[src/rtl/fsqrt_seq_pkg.sv]
// Shared types and constants for the sequential single-precision square-root unit.
package fsqrt_seq_pkg;

  typedef enum logic [1:0] {IDLE, CALC, ROUND, DONE} state_t;

  typedef enum logic [2:0] {ZERO, DENORM, INF, NAN, NEG, NORMAL} cls_t;

  localparam int ITER = 25;
  localparam int BIAS = 127;
  localparam logic [31:0] QNAN = 32'h7FC00000;
  localparam logic [31:0] PINF = 32'h7F800000;

  // Radicand is consumed two bits per iteration; remainder needs two guard bits over the root.
  localparam int RAD_W = 2 * ITER;
  localparam int REM_W = ITER + 3;

endpackage

[src/rtl/fsqrt_classify.sv]
// Combinational operand classifier: picks the operand class and the bypass result for specials.
module fsqrt_classify
  import fsqrt_seq_pkg::*;
(
  input  logic [31:0] x,
  output cls_t        cls,
  output logic [31:0] special,
  output logic        nv
);

  logic        sign;
  logic [7:0]  e;
  logic [22:0] m;

  assign sign = x[31];
  assign e    = x[30:23];
  assign m    = x[22:0];

  // Denormals flush to zero before the sign test, so -denorm yields -0 without nv.
  always_comb begin
    cls     = NORMAL;
    special = '0;
    nv      = 1'b0;
    if (e == 8'hFF && m != '0) begin
      cls     = NAN;
      special = QNAN;
    end else if (e == 8'h00) begin
      cls     = (m == '0) ? ZERO : DENORM;
      special = {sign, 31'd0};
    end else if (sign) begin
      cls     = NEG;
      special = QNAN;
      nv      = 1'b1;
    end else if (e == 8'hFF) begin
      cls     = INF;
      special = PINF;
    end
  end

endmodule

[src/rtl/fsqrt_seq.sv]
// Radix-2 restoring square root, one root bit per cycle, RNE rounding, valid/ready on both sides.
module fsqrt_seq
  import fsqrt_seq_pkg::*;
(
  input  logic        clk,
  input  logic        rst,
  input  logic        in_valid,
  output logic        in_ready,
  input  logic [31:0] x,
  output logic        out_valid,
  input  logic        out_ready,
  output logic [31:0] y,
  output logic        nv
);

  state_t           state;
  logic [4:0]       cnt;
  logic [RAD_W-1:0] rad;
  logic [REM_W-1:0] rem;
  logic [ITER-1:0]  root;
  logic [7:0]       exp_r;

  cls_t             cls;
  logic [31:0]      special;
  logic             special_nv;

  logic [24:0]      rad_init;
  logic [7:0]       exp_init;
  logic [REM_W-1:0] rem_sh;
  logic [REM_W-1:0] trial;
  logic             fits;

  fsqrt_classify u_classify (
    .x       (x),
    .cls     (cls),
    .special (special),
    .nv      (special_nv)
  );

  assign in_ready = (state == IDLE);

  // Odd biased exponent means an even true exponent; otherwise pre-shift the significand by one.
  assign rad_init = x[23] ? {2'b01, x[22:0]} : {1'b1, x[22:0], 1'b0};
  // (e + 126 + e[0]) / 2 rewritten without a 9-bit intermediate.
  assign exp_init = {1'b0, x[30:24]} + 8'((BIAS - 1) / 2) + {7'd0, x[23]};

  assign rem_sh = {rem[REM_W-3:0], rad[RAD_W-1 -: 2]};
  assign trial  = {1'b0, root, 2'b01};
  assign fits   = (rem_sh >= trial);

  function automatic logic [31:0] round_rne(input logic [ITER-1:0] rt,
                                            input logic            sticky,
                                            input logic [7:0]      ex);
    logic        inc;
    logic [24:0] sum;
    logic [7:0]  eo;
    logic [22:0] mo;
    inc = rt[0] & (sticky | rt[1]);
    sum = {1'b0, rt[ITER-1:1]} + {24'd0, inc};
    if (sum[24]) begin
      eo = ex + 8'd1;
      mo = sum[23:1];
    end else begin
      eo = ex;
      mo = sum[22:0];
    end
    return {1'b0, eo, mo};
  endfunction

  // Control and result registers
  always_ff @(posedge clk or posedge rst) begin
    if (rst) begin
      state     <= IDLE;
      out_valid <= 1'b0;
      y         <= '0;
      nv        <= 1'b0;
      cnt       <= '0;
    end else begin
      case (state)
        IDLE: begin
          if (in_valid) begin
            if (cls == NORMAL) begin
              cnt   <= '0;
              state <= CALC;
            end else begin
              y     <= special;
              nv    <= special_nv;
              state <= DONE;
            end
          end
        end
        CALC: begin
          cnt <= cnt + 5'd1;
          if (cnt == 5'(ITER - 1)) state <= ROUND;
        end
        ROUND: begin
          y     <= round_rne(root, rem != '0, exp_r);
          nv    <= 1'b0;
          state <= DONE;
        end
        DONE: begin
          if (out_valid && out_ready) begin
            out_valid <= 1'b0;
            state     <= IDLE;
          end else begin
            out_valid <= 1'b1;
          end
        end
        default: state <= IDLE;
      endcase
    end
  end

  // Recurrence datapath: loaded while idle, advanced once per CALC cycle
  always_ff @(posedge clk) begin
    if (state == IDLE) begin
      rad   <= {rad_init, 25'd0};
      rem   <= '0;
      root  <= '0;
      exp_r <= exp_init;
    end else if (state == CALC) begin
      rad  <= {rad[RAD_W-3:0], 2'b00};
      rem  <= fits ? (rem_sh - trial) : rem_sh;
      root <= {root[ITER-2:0], fits};
    end
  end

endmodule

[config.mk]
export PLATFORM = sky130hd
export DESIGN_NAME = fsqrt_seq
export DESIGN_NICKNAME = d
export VERILOG_FILES = /design/src/rtl/fsqrt_seq_pkg.sv /design/src/rtl/fsqrt_classify.sv /design/src/rtl/fsqrt_seq.sv
export SDC_FILE = /design/constraint.sdc
export NUM_CORES = 1
export LEC_CHECK = 0
export ABC_AREA = 0
export ABC_CLOCK_PERIOD_IN_PS = 3900
export BUFFER_PORTS_ARGS = -buffer_cell sky130_fd_sc_hd__clkbuf_2
export CAP_MARGIN = 20
export CORE_MARGIN = 2
export CORE_UTILIZATION = 40
export CTS_CLUSTER_DIAMETER = 40
export DETAILED_ROUTE_END_ITERATION = 7
export SETUP_SLACK_MARGIN = 0.2
export SYNTH_ARGS = -nofsm -noshare
export SYNTH_HDL_FRONTEND = slang
export SYNTH_SLANG_ARGS = --single-unit
[constraint.sdc]
create_clock -name clk -period 3.9 [get_ports clk]
set_clock_uncertainty 0.05 [all_clocks]
set_input_delay 0.78 -clock clk [delete_from_list [all_inputs] [get_ports clk]]
set_output_delay 0.78 -clock clk [all_outputs]
set_load 0.01 [all_outputs]
==> reports/metrics.csv <==
metric,value,unit
CP endpoint kind,register,
GP Congestion,0.887,
Max-slew headroom,40.8,%
synthesis-stage register bit count,127,
Root Driver,clkbuf_16,
post-CTS sizing,0,
I/O pin total,71,
WP data arrival,3.66,ns
Post-synth top cells,"nor2_1 (117), nand2_1 (102), a21oi_1 (61)",
cell family with most CP delay,compound AO/OA/AOI/OAI gates,
cts bufs inserted,17,
later-pin clock latency in the skew report,0.42,ns
top cell type's share of synthesized area,13.5,%
top_reg_cell synth,dfxtp_1,
placed cells,1212,
DRT antenna net count,0,
DR vias,6578,
DRT iter0 DRCs,340,
status,completed,
"EDFF count, synth",33,
layout cell share with drive strength beyond 1,14.2,%
Ys Warns,0,
CP Launch Type,register,
Slew Limit Fails,0,
Reg2Reg Launch Point,root[5],
CTS tree,built,
CP Cell Sequence,inv_1 -> ha_1 -> a21oi_1 -> o22ai_1 -> o21ai_1 -> a31oi_1 -> o41ai_2 -> nand2_1 -> buf_4 -> mux2i_1 -> a211oi_1,
Required @ worst endpoint,4.18,ns
Die ar.,20800,um2
most frequent cell after synthesis,nor2_1,
ant diodes,0,
Final nets,1041,
MaxCap Viol Count,0,
Crit Path Class,register to register,
fin crit period,3.38,ns
fillers,1902,
DIE WIDTH,144,um
H-tree Lvls,4,
vias in the first global route,6087,
WL final,18.6,mm
die height,144,um
f_max,296,MHz
Routed WL per cell,15.0,um
Post-CTS Setup Bufs,0,
Post-synth ARST share,32.3,%
pwr dens,906,nW/um2
Num Clock Sinks,127,
Worst Tran Pin Value,0.886,ns
Crit path buffers/inverters,2,
largest net degree at the start of global routing,59,
antenna violations before repair,0,
worst flop-to-flop path endpoint,rem[8],
port bufs,70,
Setup TNS Final,0,ns
CTS Hold Bufs,0,
LEAKAGE,0.00375,uW
average size of a mapped cell,8.62,um2
syn_nets,989,
fin crit share,86.6,%
post-synthesis instance area,7880,um2
first-pass GRT wire length,30.5,mm
Post-Layout Cell Count,1244,
Worst-path clk slew,0.06,ns
number of remaining DRC errors,0,
"Seq/Total Area, Yosys",39.1,%
critical path's largest stage delay,0.58,ns
Critical Path Stages,11,
Pre-antenna DRT Iters,5,
Overflow after GRT,0,
Netlist cell types,67,
"Hold Vio Cnt, Final",0,
Synth area leaders,"dfxtp_1 (13%), dfrtp_1 (13%), edfxtp_1 (13%), ha_1 (6.2%), mux2i_1 (6.0%)",
dpl ws,0.613,ns
RSZ-0062 raised after global routing,no,
area grow syn2layout,14.6,%
slowest CP cell,o41ai_2,
Hold Crit Class,input port to asynchronous set/reset pin,
Final WS setup,0.523,ns
CP Max Fanout,11,
starting density of the core,40.6,%
leading area contributor after synthesis,dfxtp_1,
core box area,19400,um2
"reg-to-reg slack, setup",0.52,ns
vias per cell,5.29,
gr usage total,18.4,%
Std-Cell Rows,51,
Syn Inst Count,914,
worst reg-to-reg path cell count,11,
VDD IR-drop max,0.000405,V
setup violators final,0,
CTS max path bufs,2,
dpl hpwl,13.5,mm
==> worst max-delay path by stage <==
| stage | slack, ns | end | startpoint |
|---|---|---|---|
| finish | 0.52 | rem[8] | root[5] |
| floorplan | 1.02 | rem[25] | root[5] |
| global placement | 0.64 | rem[8] | root[8] |
| global route | 0.31 | rem[8] | root[5] |
| CTS | 0.59 | rem[8] | root[8] |
| detailed placement | 0.61 | rem[8] | root[5] |
==> cells by family (layout without fill, tap and decap cells) <==
logic type	count (synthesis)	count (layout)	synth area share, %
AND/OR/NAND/NOR	350	350	20.8
adder cells (fa/ha/maj)	39	39	6.20
buffers and inverters	99	164	4.99
XOR/XNOR	49	49	5.45
AO/OA/AOI/OAI	199	199	16.9
flip-flops	127	127	39.1
multiplexers	51	51	6.54
==> power breakdown <==
part / internal [uW] / total (uW) / switching [uW]
Clock: 954 / 1540 / 590
Combinational: 1690 / 4300 / 2610
Sequential: 1960 / 2340 / 374
==> per-layer routing <==
metal / wire [um] / global-route usage [%]
met1: 9200 / 25.8
met2: 8390 / 28.8
met3: 750 / 3.44
met4: 286 / 5.62
met5: 0 / 0
==> area by class of cell <==
type / count / area (um2) / share of cell area [%]
clock buffers: 21 / 450 / 4.99
clock inverters: 11 / 119 / 1.32
inverters: 52 / 195 / 2.16
multi-input cells: 688 / 4430 / 49.1
flip-flops and latches: 127 / 3080 / 34.1
well taps: 265 / 332 / 3.67
repair buffers: 80 / 425 / 4.71
==> sequential cells by signal, indices dropped and copies added (netlist names) <==
name	count
rad	25
nv	1
rem	28
out_valid	1
y	32
exp_r	8
state	2
root	25
cnt	5
==> metrics by stage <==
step / power (uW) / util, % / area [um2] / hold slack [ns]
floorplan: 5580 / - / 7880 / 0.411
detailed placement: 6620 / 43.6 / 8460 / 0.421
CTS: 8220 / 46.5 / 9030 / 0.430
finish: 8180 / 46.5 / 9030 / 0.415
global route: 8870 / 46.5 / 9030 / 0.468
global placement: 6600 / 43.6 / 8460 / 0.413
==> cells in the final DEF (no fill, tap or decap), types with 4 or more instances in the layout <==
master	netlist	final
nor2_1	117	117
nand2_1	102	102
clkbuf_2	0	70
a21oi_1	61	61
dfxtp_1	53	53
inv_1	51	51
mux2i_1	47	47
o21ai_0	46	46
dfrtp_1	41	41
ha_1	39	37
xnor2_1	36	36
edfxtp_1	33	33
nand3_1	29	29
a311oi_1	21	21
nor4_1	18	18
clkbuf_16	0	17
nand4_1	15	15
nor3_1	14	14
xor2_1	13	13
a21o_1	11	11
buf_4	0	10
nand2b_1	9	9
or3_1	8	8
o211ai_2	8	8
a31oi_1	7	7
and2_1	6	6
a211oi_1	6	6
and3_1	5	5
nor3b_1	5	5
o21ai_1	5	5
clkinv_2	0	5
mux2_2	4	4
a21boi_0	4	4
or2_2	4	4
o211ai_1	4	4
o31ai_1	4	4
==> worst reg2reg max path, cell delays in order (launching register included) <==
cell and delay, ns:
dfxtp_1 0.47, inv_1 0.13, ha_1 0.40, a21oi_1 0.22
o22ai_1 0.13, o21ai_1 0.22, a31oi_1 0.17, o41ai_2 0.58
nand2_1 0.31, buf_4 0.27, mux2i_1 0.14, a211oi_1 0.22
No activity file was read; power rests on OpenSTA's default activity.
